[config.mk]
export PLATFORM = sky130hd
export DESIGN_NAME = pll_lock_ctrl
export DESIGN_NICKNAME = d
export VERILOG_FILES = /design/src/rtl/pll_lock_ctrl.sv
export SDC_FILE = /design/constraint.sdc
export NUM_CORES = 1
export LEC_CHECK = 0
export ABC_AREA = 1
export BUFFER_PORTS_ARGS = -buffer_cell sky130_fd_sc_hd__buf_2
export CORE_UTILIZATION = 45
export CTS_CLUSTER_SIZE = 12
export DETAILED_ROUTE_END_ITERATION = 10
export GPL_ROUTABILITY_DRIVEN = 1
export PLACE_DENSITY = 0.65
export SLEW_MARGIN = 20
export SYNTH_ARGS = -nofsm -noshare
export SYNTH_HDL_FRONTEND = slang
export SYNTH_SLANG_ARGS = --single-unit
export TNS_END_PERCENT = 30
[constraint.sdc]
create_clock -name clk_ref -period 2.38 [get_ports clk_ref]
set_input_delay 0.357 -clock clk_ref [delete_from_list [all_inputs] [get_ports clk_ref]]
set_output_delay 0.357 -clock clk_ref [all_outputs]
set_load 0.02 [all_outputs]
[src/rtl/pll_lock_ctrl.sv]
// Purpose : PLL acquisition/lock sequencer. It gates the error stage, picks the loop-filter gain,
//           holds the DCO and declares or drops frequency lock from per-reference-cycle DCO counts.
// Latency : Moore outputs are decoded from the state register and change one edge after the cause.
//           lock_lost is registered and pulses in the first ACQUIRE cycle after TRACK.
// Backpressure: none; count is sampled on every edge while in ACQUIRE or TRACK.
// Ports   : clk_ref/n_rst      clock and asynchronous active-low reset
//           start/stop         level controls; stop has priority and returns the block to IDLE
//           n/count            target and measured DCO edges per reference cycle
//           err_enable, dco_hold, gain_sel, locked, lock_lost, timeout, state  control/status outputs
module pll_lock_ctrl #(
    parameter int N_SIZE      = 8,
    parameter int TOL         = 2,
    parameter int SETTLE_CYC  = 8,
    parameter int LOCK_CNT    = 4,
    parameter int UNLOCK_CNT  = 3,
    parameter int TIMEOUT_CYC = 64
) (
    input  logic              clk_ref,
    input  logic              n_rst,
    input  logic              start,
    input  logic              stop,
    input  logic [N_SIZE-1:0] n,
    input  logic [7:0]        count,
    output logic              err_enable,
    output logic              dco_hold,
    output logic [1:0]        gain_sel,
    output logic              locked,
    output logic              lock_lost,
    output logic              timeout,
    output logic [2:0]        state
);

    localparam logic [2:0] S_IDLE    = 3'd0;
    localparam logic [2:0] S_SETTLE  = 3'd1;
    localparam logic [2:0] S_ACQUIRE = 3'd2;
    localparam logic [2:0] S_TRACK   = 3'd3;
    localparam logic [2:0] S_FAIL    = 3'd4;

    // Band arithmetic is done one bit wider than the widest operand so n+TOL cannot wrap.
    localparam int W    = ((N_SIZE > 8) ? N_SIZE : 8) + 1;
    localparam int ST_W = $clog2(SETTLE_CYC + 1);
    localparam int LK_W = $clog2(LOCK_CNT + 1);
    localparam int UL_W = $clog2(UNLOCK_CNT + 1);
    localparam int TO_W = $clog2(TIMEOUT_CYC + 1);

    localparam logic [W-1:0]    TOL_W   = W'(TOL);
    localparam logic [ST_W-1:0] ST_LAST = ST_W'(SETTLE_CYC - 1);
    localparam logic [ST_W-1:0] ST_MAX  = ST_W'(SETTLE_CYC);
    localparam logic [LK_W-1:0] LK_TGT  = LK_W'(LOCK_CNT);
    localparam logic [UL_W-1:0] UL_TGT  = UL_W'(UNLOCK_CNT);
    localparam logic [TO_W-1:0] TO_TGT  = TO_W'(TIMEOUT_CYC);

    logic [2:0]      state_q, state_d;
    logic [ST_W-1:0] settle_q, settle_d, settle_inc;
    logic [LK_W-1:0] in_q, in_d, in_inc;
    logic [UL_W-1:0] out_q, out_d, out_inc;
    logic [TO_W-1:0] tmo_q, tmo_d, tmo_inc;
    logic            lock_lost_q, lock_lost_d;

    // Lock band: low bound floored at zero, high bound carried in the wide type.
    logic [W-1:0] n_ext, cnt_ext, lo_bnd, hi_bnd;
    logic         in_band;

    assign n_ext   = W'(n);
    assign cnt_ext = W'(count);
    assign lo_bnd  = (n_ext >= TOL_W) ? (n_ext - TOL_W) : '0;
    assign hi_bnd  = n_ext + TOL_W;
    assign in_band = (cnt_ext >= lo_bnd) && (cnt_ext <= hi_bnd);

    // Saturating increments: each counter parks at its terminal value instead of wrapping.
    assign settle_inc = (settle_q == ST_MAX) ? settle_q : settle_q + 1'b1;
    assign in_inc     = (in_q == LK_TGT)     ? in_q     : in_q + 1'b1;
    assign out_inc    = (out_q == UL_TGT)    ? out_q    : out_q + 1'b1;
    assign tmo_inc    = (tmo_q == TO_TGT)    ? tmo_q    : tmo_q + 1'b1;

    // State and counter registers.
    always_ff @(posedge clk_ref or negedge n_rst) begin
        if (!n_rst) begin
            state_q     <= S_IDLE;
            settle_q    <= '0;
            in_q        <= '0;
            out_q       <= '0;
            tmo_q       <= '0;
            lock_lost_q <= 1'b0;
        end else begin
            state_q     <= state_d;
            settle_q    <= settle_d;
            in_q        <= in_d;
            out_q       <= out_d;
            tmo_q       <= tmo_d;
            lock_lost_q <= lock_lost_d;
        end
    end

    // Next-state and counter update.
    always_comb begin
        state_d  = state_q;
        settle_d = settle_q;
        in_d     = in_q;
        out_d    = out_q;
        tmo_d    = tmo_q;

        if (stop) begin
            state_d = S_IDLE;
        end else begin
            case (state_q)
                S_IDLE: begin
                    if (start) state_d = S_SETTLE;
                end
                S_SETTLE: begin
                    if (settle_q == ST_LAST) state_d = S_ACQUIRE;
                    else                     settle_d = settle_inc;
                end
                S_ACQUIRE: begin
                    in_d  = in_band ? in_inc : '0;
                    tmo_d = tmo_inc;
                    // Lock is tested first so it wins over a coincident timeout.
                    if (in_band && (in_inc == LK_TGT)) state_d = S_TRACK;
                    else if (tmo_inc == TO_TGT)        state_d = S_FAIL;
                end
                S_TRACK: begin
                    out_d = in_band ? '0 : out_inc;
                    if (!in_band && (out_inc == UL_TGT)) state_d = S_ACQUIRE;
                end
                S_FAIL: begin
                    if (start) state_d = S_SETTLE;
                end
                default: state_d = S_IDLE;
            endcase
        end

        // Every state entry starts all counters from zero.
        if (state_d != state_q) begin
            settle_d = '0;
            in_d     = '0;
            out_d    = '0;
            tmo_d    = '0;
        end
    end

    // Only a genuine TRACK->ACQUIRE drop pulses lock_lost; a stop out of TRACK does not.
    assign lock_lost_d = (state_q == S_TRACK) && (state_d == S_ACQUIRE);

    // Moore output decode.
    always_comb begin
        err_enable = 1'b0;
        dco_hold   = 1'b1;
        gain_sel   = 2'd0;
        locked     = 1'b0;
        timeout    = 1'b0;
        case (state_q)
            S_SETTLE: begin
                dco_hold = 1'b0;
            end
            S_ACQUIRE: begin
                err_enable = 1'b1;
                dco_hold   = 1'b0;
                gain_sel   = 2'd1;
            end
            S_TRACK: begin
                err_enable = 1'b1;
                dco_hold   = 1'b0;
                gain_sel   = 2'd2;
                locked     = 1'b1;
            end
            S_FAIL: begin
                timeout = 1'b1;
            end
            default: begin
            end
        endcase
    end

    assign lock_lost = lock_lost_q;
    assign state     = state_q;

endmodule

==> run_results.csv <==
group,metric,value,unit
outcome,outcome,"finished, violations left",
outcome,violations,"setup timing",
routing,wl_per_cell,12.0,um
job,maxCapViolations,0,
setup_path,worst_setup_path_end_kind,"register",
cts,numClockSinks,20,
setup_path,crit_chain,"buf_6 > or2_4 > nor2_4 > nand2_2 > nor2_4 > buf_4 > buf_4 > nor2_1 > ha_1 > nand2_1 > nor3_2 > a21oi_2 > nand2_2 > nand4_1 > nand2_1 > nand2_2 > nand2_2 > nand2_2 > nor2_4 > nand2_8 > buf_12 > nor2_4",
sta,finalSetupViolCount,19,
setup_path,crit_path_max_fanout,8,
grt,grt_pass1_wl,8370,um
logic_synthesis,ys_ff_latch,20,
logic_synthesis,syn_area_per_cell,7.09,um^2
grt,grt_use_met2,38.9,%
sta,slew_headroom,70.9,%
sta,hold_viol_final,0,
logic_synthesis,synth_ff_type,"dfrtp_1",
sta,setup_ws,-0.350,ns
pwr,vdd_drop_max,0.000404,V
setup_path,arrival,2.92,ns
placement,dpl_worst_slack,-0.675,ns
grt,grt_max_degree,21,
cts,cts-htree-levels,1,
logic_synthesis,synth_nets,334,
sta,slew_viol_final,0,
pwr,p_per_area,338,mW/mm^2
grt,antenna_found_initial,0,
sta,layout_min_cycle_time,2.73,ns
setup_path,cp.required,2.57,ns
die,fp.dieH,69.6,um
grt,met1_usage,25.7,%
logic_synthesis,yosysUniqueCellTypes,32,
grt,grt.total_usage,21.1,%
cells_and_area,design_area,0.00291,mm^2
die,core-area,0.00438,mm^2
sta,skew,0.00380,ns
die,rows,24,
pwr,power_leakage,1.45,nW
routing,drt_pre_antenna_iters,4,
cts,cts.clk_slew.worst_paths,0.07,ns
cells_and_area,area_growth,41.6,%
grt,overflow,0,
routing,routed_wirelength,5000,um
sta,max_freq,366,MHz
routing,drtIter0Drc,66,
grt,use_met3,2.47,%
routing,ant_nets,0,
cts,root_buffer,"clkbuf_8",
grt,busiest_layer,"met2",
logic_synthesis,synthCells,290,
logic_synthesis,synth_edf_count,0,
cells_and_area,layout.nets,411,
setup_path,max_stage_delay,0.26,ns
routing,post_drt_via_cell_ratio,5.00,
sta,max_slew.worst_pin.slew,0.436,ns
cts,postCtsHoldBufs,0,
cells_and_area,antennaDiodeCount,0,
grt,grt_pass1_vias,2056,
cells_and_area,final_layout_size_suffix_gt1_share,39.6,%
die,initial_utilization,46.9,%
sta,min_period_over_period,115,%
hold_path,hp-class,"primary input to asynchronous set/reset pin",
cells_and_area,final_util,66.4,%
setup_path,cp_slowest_cell,"ha_1",
cts,cts_tree,"done",
cts,max-clock-path-buffers,2,
placement,gp_congestion,0.845,
routing,via_count,2088,
setup_path,crit_path_frequent_cell,"nand2_2",
placement,io_buffers,29,
sta,rsz0062_at_grt,"true",
logic_synthesis,yosys_warnings,0,
logic_synthesis,ys_seq_area_share,24.3,%
setup_path,reg2regPathDepth,15,
setup_path,crit_type,"primary input to register",
logic_synthesis,syn_area,0.00206,mm^2
die,io_pins,30,
pwr,power,0.983,mW
die,die-area,0.00484,mm^2
logic_synthesis,synthArstFlopShare,100,%
setup_path,critPathLaunchType,"primary input",
routing,drcViolationCount,0,
cts,clkLatencyLatePin,0.26,ns
placement,placed_area,0.00253,mm^2
placement,dp_hpwl,3660,um
cells_and_area,final.fill_count,371,
cts,cts_buffers,3,
die,die_w,69.6,um
## metal layers
layer | vias up | wire length [um] | share of wire (%)
met5 | - | 0 | 0
met4 | 0 | 80 | 1.6
met3 | 9 | 174 | 3.5
met2 | 43 | 2500 | 50
met1 | 963 | 2240 | 45
li1 | 1073 | - | -
## critical path: cells and delay by family
kind | cells | cell delay, ns
adders and majority gates | 1 | 0.26
AOI/OAI and AO/OA | 1 | 0.08
and+or+nand+nor | 16 | 1.77
buffers and inverters | 4 | 0.46
## synthesized netlist by cell type, types with 3 or more instances
| cell | number | area share [%] |
|---|---|---|
| a21oi_1 | 10 | 2.4 |
| dfrtp_1 | 20 | 24 |
| ha_1 | 24 | 15 |
| inv_1 | 48 | 8.8 |
| nand2_1 | 61 | 11 |
| nand2_2 | 4 | 1.2 |
| nand3_1 | 22 | 5.4 |
| nand4_1 | 3 | 0.91 |
| nor2_1 | 32 | 5.8 |
| nor2_4 | 13 | 7.1 |
| nor3_1 | 6 | 1.5 |
| o21ai_0 | 14 | 3.4 |
| xor2_1 | 11 | 4.7 |
## cell type report
class                   instances  area (um^2)  share of cell area (%)
multi-input cells             219         1550                    53.4
inverters                      48          195                    6.70
flip-flops and latches         20          500                    17.2
repair buffers                 75          542                    18.6
well taps                      52         65.1                    2.23
clock buffers                   4         55.1                    1.89
## sequential cells by signal (all words and copies together) (netlist names)
signal     flops
tmo_q          7
settle_q       4
in_q           3
state          3
out_q          2
lock_lost      1
## layout by cell type (no fill, tap or decap), drive strengths merged
cell / instances
and2: 2
xor2: 11
inv: 48
a21o: 1
clkbuf: 4
nor3: 6
nand3b: 2
nor2: 45
nor3b: 1
ha: 24
o22ai: 2
o21bai: 1
a22oi: 1
dfrtp: 20
a211oi: 1
a31oi: 1
or2: 3
nand3: 22
nand2: 66
xnor2: 2
buf: 75
a21oi: 11
o21ai: 14
nand4: 3
## power breakdown
part           switching (mW)  total [mW]  internal [mW]
Clock                   0.108       0.255          0.147
Sequential            0.00631       0.353          0.346
Combinational           0.195       0.375          0.180
Total                   0.309       0.983          0.674
## stage by stage
step | hold WS [ns] | setup TNS, ns | instances
detailed placement | 0.329 | -10.60 | 401
floorplan | 0.0614 | -4.42 | 290
CTS | 0.0466 | -3.25 | 415
finish | 0.0318 | -5.26 | 418
global route | 0.0705 | -8.62 | 418
global placement | 0.325 | -11.04 | 401
## path summary, 6_finish.rpt
kind	from	to	slack, ns
setup / recovery	n[6]	tmo_q[3]$_DFFE_PN0P_	-0.35
hold / removal	n_rst	tmo_q[4]$_DFFE_PN0P_	0.03
setup reg to reg	in_q[0]$_DFFE_PN0P_	tmo_q[3]$_DFFE_PN0P_	0.11
hold reg to reg	settle_q[3]$_DFFE_PN0P_	settle_q[3]$_DFFE_PN0P_	0.56
max in group asynchronous	n_rst	tmo_q[0]$_DFFE_PN0P_	2.05
min in group clk_ref	settle_q[3]$_DFFE_PN0P_	settle_q[3]$_DFFE_PN0P_	0.56
## cell families (layout without fill, tap and decap cells)
kind of cell	count (synthesis)	in the layout	synth area share, %
fa+ha+maj	24	24	14.6
compound gates	32	32	9.01
simple gates	150	150	36.5
buf+inv	51	127	10.0
xor+xnor	13	13	5.54
flops	20	20	24.3
## what timing repair did
action,CTS,global route
resized for setup,35,21
setup buffers,10,3
setup endpoints to repair,17,20
pin swaps,22,16
No activity file was read; power rests on OpenSTA's default activity.
